File: src/rtl/data_port_arbiter.sv
// Arbiter for the single 32-bit core data port: host, sink-converter writes, source-converter reads.
// Bursts are locked, the host gets a starvation-forced grant, and read data is routed by issue tag.
module data_port_arbiter #(
    parameter int unsigned READ_LATENCY = 1,
    parameter int unsigned STARVE_LIMIT = 16
) (
    input  logic        i_clk,
    input  logic        i_reset,

    input  logic        i_host_req,
    input  logic        i_host_we,
    input  logic [31:0] i_host_addr,
    input  logic [31:0] i_host_din,
    output logic        o_host_gnt,
    output logic        o_host_rvalid,
    output logic [31:0] o_host_rdata,

    input  logic        i_snk_req,
    input  logic        i_snk_last,
    input  logic [31:0] i_snk_addr,
    input  logic [31:0] i_snk_din,
    output logic        o_snk_gnt,

    input  logic        i_src_req,
    input  logic        i_src_last,
    input  logic [31:0] i_src_addr,
    output logic        o_src_gnt,
    output logic        o_src_rvalid,
    output logic [31:0] o_src_rdata,

    output logic [31:0] o_mem_addr,
    output logic [31:0] o_mem_din,
    output logic        o_mem_we,
    output logic        o_mem_oe,
    input  logic [31:0] i_mem_q
);

    typedef enum logic [1:0] {
        StIdle    = 2'd0,
        StLockSnk = 2'd1,
        StLockSrc = 2'd2
    } state_e;

    localparam logic [1:0] TagNone = 2'b00;
    localparam logic [1:0] TagHost = 2'b01;
    localparam logic [1:0] TagSrc  = 2'b10;
    localparam logic [7:0] StarveLimit = 8'(STARVE_LIMIT);

    state_e      r_state;
    logic [7:0]  r_starve_cnt;
    logic [1:0]  r_tag [READ_LATENCY];

    logic        w_force_host;
    logic        w_host_gnt;
    logic        w_snk_gnt;
    logic        w_src_gnt;
    logic [1:0]  w_issue_tag;
    logic [1:0]  w_ret_tag;

    // Forced host grant is only consulted in IDLE, so an active lock is never broken.
    always_comb begin
        w_force_host = i_host_req && (r_starve_cnt >= StarveLimit);
    end

    always_comb begin
        w_host_gnt = 1'b0;
        w_snk_gnt  = 1'b0;
        w_src_gnt  = 1'b0;
        unique case (r_state)
            StLockSnk: w_snk_gnt = i_snk_req;
            StLockSrc: w_src_gnt = i_src_req;
            default: begin
                if (w_force_host) begin
                    w_host_gnt = 1'b1;
                end else if (i_snk_req) begin
                    w_snk_gnt = 1'b1;
                end else if (i_src_req) begin
                    w_src_gnt = 1'b1;
                end else begin
                    w_host_gnt = i_host_req;
                end
            end
        endcase
    end

    always_comb begin
        o_mem_addr = 32'd0;
        o_mem_din  = 32'd0;
        o_mem_we   = 1'b0;
        o_mem_oe   = 1'b0;
        if (w_snk_gnt) begin
            o_mem_addr = i_snk_addr;
            o_mem_din  = i_snk_din;
            o_mem_we   = 1'b1;
        end else if (w_src_gnt) begin
            o_mem_addr = i_src_addr;
            o_mem_oe   = 1'b1;
        end else if (w_host_gnt) begin
            o_mem_addr = i_host_addr;
            o_mem_din  = i_host_din;
            o_mem_we   = i_host_we;
            o_mem_oe   = !i_host_we;
        end
    end

    always_comb begin
        w_issue_tag = TagNone;
        if (w_src_gnt) begin
            w_issue_tag = TagSrc;
        end else if (w_host_gnt && !i_host_we) begin
            w_issue_tag = TagHost;
        end
    end

    always_ff @(posedge i_clk) begin
        if (i_reset) begin
            r_state      <= StIdle;
            r_starve_cnt <= 8'd0;
        end else begin
            unique case (r_state)
                StLockSnk: begin
                    if (w_snk_gnt && i_snk_last) begin
                        r_state <= StIdle;
                    end
                end
                StLockSrc: begin
                    if (w_src_gnt && i_src_last) begin
                        r_state <= StIdle;
                    end
                end
                default: begin
                    if (w_snk_gnt && !i_snk_last) begin
                        r_state <= StLockSnk;
                    end else if (w_src_gnt && !i_src_last) begin
                        r_state <= StLockSrc;
                    end else begin
                        r_state <= StIdle;
                    end
                end
            endcase

            if (w_host_gnt) begin
                r_starve_cnt <= 8'd0;
            end else if (i_host_req && (r_starve_cnt != 8'hFF)) begin
                r_starve_cnt <= r_starve_cnt + 8'd1;
            end
        end
    end

    // One slot per cycle of read latency; the oldest slot names the owner of i_mem_q.
    always_ff @(posedge i_clk) begin
        if (i_reset) begin
            for (int i = 0; i < READ_LATENCY; i++) begin
                r_tag[i] <= TagNone;
            end
        end else begin
            r_tag[0] <= w_issue_tag;
            for (int i = 1; i < READ_LATENCY; i++) begin
                r_tag[i] <= r_tag[i-1];
            end
        end
    end

    always_comb begin
        w_ret_tag = r_tag[READ_LATENCY-1];
    end

    assign o_host_gnt    = w_host_gnt;
    assign o_snk_gnt     = w_snk_gnt;
    assign o_src_gnt     = w_src_gnt;
    assign o_host_rvalid = (w_ret_tag == TagHost);
    assign o_src_rvalid  = (w_ret_tag == TagSrc);
    assign o_host_rdata  = i_mem_q;
    assign o_src_rdata   = i_mem_q;

endmodule

File: config.mk
export PLATFORM = sky130hd
export DESIGN_NAME = data_port_arbiter
export DESIGN_NICKNAME = d
export VERILOG_FILES = /design/src/rtl/data_port_arbiter.sv
export SDC_FILE = /design/constraint.sdc
export NUM_CORES = 1
export LEC_CHECK = 0
export ABC_AREA = 1
export CAP_MARGIN = 20
export CORE_AREA = 2 2 128 130
export CTS_BUF_LIST = sky130_fd_sc_hd__clkbuf_2
export DETAILED_ROUTE_END_ITERATION = 7
export DIE_AREA = 0 0 130 132
export GPL_TIMING_DRIVEN = 0
export PLACE_DENSITY_LB_ADDON = 0.3
export SYNTH_ARGS = -nofsm -noshare
export SYNTH_HDL_FRONTEND = slang
export SYNTH_SLANG_ARGS = --single-unit
File: constraint.sdc
create_clock -name i_clk -period 6 [get_ports i_clk]
set_input_delay 1.8 -clock i_clk [delete_from_list [all_inputs] [get_ports i_clk]]
set_output_delay 1.8 -clock i_clk [all_outputs]
set_load 0.01 [all_outputs]
# Word-level counts from Yosys, hierarchy flattened
# Memories as Yosys holds them, arrays and structs flattened.
# Cells that the tools add are included.
totals:
  reg_bits: 10
  latchBits: 0
  ramBits: 2
  rom_bits: 0
  inputBits: 200
  out_inout_bits: 135
  elab_cells: 61
  n_memories: 1
classes:
  addsub: 1
  n_mul: 0
  n_div: 0
  n_lt_le_gt_ge: 1
  n_eq_ne: 7
  shift: 0
  n_mux: 35
  n_bitwise: 0
  reduce_logical: 14
mem_list:
  columns: ["memory", "words", "word_bits", "rd", "rd_clocked_by_memory_dff", "write_ports", "line", "source"]
  rows:
  - ["r_tag", 1, 2, 1, 0, 1, "51", "logic [1:0] r_tag [READ_LATENCY];"]
ops:
  columns: ["cell", "n"]
  rows:
  - ["$mux 32", 6]
  - ["$mux 1", 20]
  - ["$mux 2", 6]
  - ["$add 8x1->8 const B", 1]
  - ["$ge 8x5->1 const B", 1]
  - ["$ne 8x8->1 const B", 1]
  - ["$logic_and 1x1->1", 7]
  - ["$reduce_or 2->1", 3]
  - ["$eq 2x1->1 const B", 2]
  - ["$eq 2x2->1 const B", 2]
  - ["$ne 2x2->1 const B", 2]
  - ["$pmux 1 s2", 2]
  - ["$pmux 2 s2", 1]
  - ["$logic_not 1->1", 3]
  - ["$reduce_and 2->1", 1]

# Longest topological paths before layout
depth:
  ltp_word: 8
  mapped_depth: 11
  ltp_nobuf: 11

# Worst setup path before layout
# OpenSTA, ideal clock, no wires.
synth_path:
  kind: "input to output"
  start: "in i_snk_req"
  end: "out o_mem_addr[23]"
  arrival_time_ps: 2644
  t_required_ps: 4200
  setup_slack_ps: 1556
  stages: 8
  path_buffers: 1
  cell_sequence: "nand2_1 nand2_1 nor2_1 nand2_2 inv_2 buf_4 nand2_1 a31oi_1"
synth_via:
  word_cells_on_any_way: 12
  classes_between: "mux: 12"
synth_rtl:
  columns: ["item", "line", "source"]
  rows:
  - ["start: declaration", "18", "input logic i_snk_req,"]
  - ["$mux 1", "75", "end else if (i_snk_req) begin"]
  - ["$mux 1", "73", "if (w_force_host) begin"]
  - ["$pmux 1 s2", "69", "unique case (r_state)"]
  - ["named net o_src_gnt", "27", "output logic o_src_gnt,"]
  - ["$mux 32", "95", "end else if (w_src_gnt) begin"]
  - ["$mux 32", "91", "if (w_snk_gnt) begin"]
  - ["end: declaration", "31", "output logic [31:0] o_mem_addr,"]
# The timed path passes the listed nets, and every way through them passes these cells.

# Final worst setup path
layout_path:
  start: "in i_host_req"
  end: "out o_mem_din[30]"
layout_via:
  elab_chain_len: 7
  word_cells_on_any_way: 12
  classes_between: "mux: 11; reduce/logical: 1"
layout_rtl:
  columns: ["item", "line", "source"]
  rows:
  - ["start: declaration", "10", "input logic i_host_req,"]
  - ["$mux 1", "77", "end else if (i_src_req) begin"]
  - ["$mux 1", "75", null]
  - ["$mux 1", "73", null]
  - ["$mux 1", "69", null]
  - ["$mux 32", "98", "end else if (w_host_gnt) begin"]
  - ["$mux 32", "95", null]
  - ["$mux 32 (*)", "91", null]
  - ["end: declaration", "32", "output logic [31:0] o_mem_din,"]
# Mark *: on every way between the ends. The rest lies on a longest branch, timed or not.

==> metrics <==
status=complete, no violations; Worst Setup End Kind=output pin; Clock Sinks=12; Crit path arrival time=3.95 ns; Hold Crit Depth=2; layout cell share with drive strength beyond 1=0.147; reg2reg end=r_tag[0][0]; initial drt markers=between 90 and 100; overall power=~1600 uW; Syn Area/Cell=just over 6 sq um; antenna viol nets, final=0; die height=~130 um; core area=between 15000 and 20000 sq um; Slew Limit Fails=0; normalized max-slew margin=0.785; fmax=around 170 MHz; Max clock buf depth=2; design area=~5600 sq um; R2R Path Start=r_state[0]; largest net degree at the start of global routing=11; cts repair resizes=0; Worst Path Max Fanout=10; R2R depth=10; utilization after layout=0.354; crit path launch type=input port; wire per inst=around 14 um; area grow syn2layout=148%; die width=around 130 um; cell taking the most area after synthesis=buf_4; clock transition at the registers of the reported paths=about 0.13 ns; FP Rows=between 40 and 50; r2r setup slk=approximately 4.3 ns; endpoints failing hold=0; DR vias/cell=between 3 and 4; Area after DPL=roughly 5500 sq um; first-pass GRT wire length=roughly 18000 um; total of max-cap violations=0; Global Route Usage Sum=0.132; final setup vio count=0; final setup TNS=0 ns; CTS tree=built; hold endpoint=r_starve_cnt[1]; Tmin final=~5.8 ns; Netlist cell types=22; pwr/cell area=approximately 280 nW/um^2; Synth Cell Area=around 2200 sq um; IO buf count=approximately 300; synth top area cells=buf_4 (23%), nand2_1 (16%), a22o_1 (12%), dfxtp_1 (11%), a31oi_1 (8.6%); Critical Path RT=roughly 4.2 ns; post-synthesis sequential area ratio=0.107; skew final=roughly 0.0066 ns; Final period util=0.959; FILL cells=roughly 1.7k; crit path launch=i_host_req; drt total wl=approximately 13000 um; Clk Tree Root Cell=clkbuf_2; gr ovfl total=0; RSZ-0062 raised after global routing=no; total setup buffers inserted after CTS=0; 1st-pass router iterations=5; routability congestion estimate=a little under 0.8; worst hold start=r_starve_cnt[1]; Setup CP Type=in2out; yosys warns=0; Mapped Nets=roughly 570; worst skew pair latency=between 0.2 and 0.3 ns; number of global-route vias before repair=~3.5k; Die ar.=approximately 17000 sq um; Hold Slack=0.527 ns; hpwl dp=10700 um; vias=approximately 3.5k; top cell type's share of synthesized area=0.231; Ant. Diodes=0; Slew @ Worst Pin=roughly 0.32 ns; Final #Nets=873; TritonCTS buffer count=3; initial core utilization=0.143; worst hold-check path type=reg2reg; initial antenna violation count=0; Post-route DRC=0; H-tree Lvls=1; hold buffer count at cts=0; I/O pin count=between 300 and 400; Post-Syn Instances=between 300 and 400; VDD IR max=~0.00012 V; FF+latch count, synth=12; static leakage=roughly 0.0023 uW
[cells in the mapped netlist]
master	count
nand2_1	98
buf_4	69
nor2_1	47
a22o_1	32
a31oi_1	31
inv_1	14
dfxtp_1	12
nand3_1	12
a21oi_1	9
buf_6	8
buf_2	7
ha_1	4
nand2_4	4
inv_2	3
nand2_2	2
nor3_1	2
o21ai_0	2
xor2_1	2
inv_4	1
nor2_2	1
o21bai_1	1
xnor2_1	1
[cell type report]
class / instances / area [sq um] / share of cell area
well taps: 216 / 270 / 0.0486
multi-input cells: 248 / 1290 / 0.232
inverters: 18 / 70.1 / 0.0126
clock inverters: 1 / 3.75 / 0.000676
flip-flops and latches: 12 / 240 / 0.0432
repair buffers: 302 / 3020 / 0.544
clock buffers: 3 / 15.0 / 0.00270
plain buffers: 84 / 643 / 0.116
[worst max path at each step]
stage	to	slack, ns	depth (start not counted)
2_1_floorplan	o_mem_addr[23]	1.56	8
3_3_place_gp	o_mem_din[30]	0.18	9
3_5_place_dp	o_mem_din[30]	0.23	9
4_1_cts	o_mem_din[30]	0.22	9
5_1_grt	o_mem_addr[8]	0.17	9
6_report	o_mem_din[30]	0.25	9
[sequential cells by signal, indices dropped and copies added (netlist names)]
register,cells
r_starve_cnt,8
r_state,2
r_tag,2
[logic make-up (layout without fill, tap and decap cells)]
kind of cell	count (synthesis)	after routing	share of synthesized area
simple gates	166	166	0.302
buf+inv	102	408	0.318
compound gates	75	75	0.239
flops	12	12	0.107
fa+ha+maj	4	4	0.0223
xor+xnor	3	3	0.0117
[per-stage QoR]
stage	std cells	setup WS (ns)
after floorplan	362	1.56
after global placement	880	0.183
after detailed placement	880	0.227
after CTS	884	0.217
after global routing	884	0.169
final	884	0.246
[routing by layer]
| layer | up-vias | track usage | part of all wire |
|---|---|---|---|
| met5 | - | 0 | 0 |
| met4 | 0 | 0.0370 | 0.027 |
| met3 | 12 | 0.0410 | 0.11 |
| met2 | 213 | 0.254 | 0.50 |
| met1 | 1510 | 0.133 | 0.37 |
| li1 | 1755 | - | - |
[report_power, final]
group          internal [uW]  total, uW  switching [uW]
clock network           14.5       42.4            27.9
registers               89.3       95.7            6.35
logic                    786       1430             648
[critical path: stages]
cell and delay [ns]:
clkdlybuf4s50_1 0.53, nand2_1 0.08, inv_2 0.08, nand2_1 0.10
nand2_4 0.14, buf_6 0.19, buf_6 0.17, a22o_1 0.17
clkdlybuf4s50_1 0.68
[cells in the final DEF (no fill, tap or decap), drive strengths merged]
| cell | n |
|---|---|
| a22o | 32 |
| o21ai | 2 |
| clkbuf | 3 |
| xnor2 | 1 |
| ha | 4 |
| clkinv | 1 |
| nor3 | 2 |
| xor2 | 2 |
| a21oi | 9 |
| inv | 18 |
| nand2 | 104 |
| nand3 | 12 |
| clkdlybuf4s50 | 302 |
| o21bai | 1 |
| dfxtp | 12 |
| buf | 84 |
| nor2 | 48 |
| a31oi | 31 |
Power figures use the tool's default switching activity.
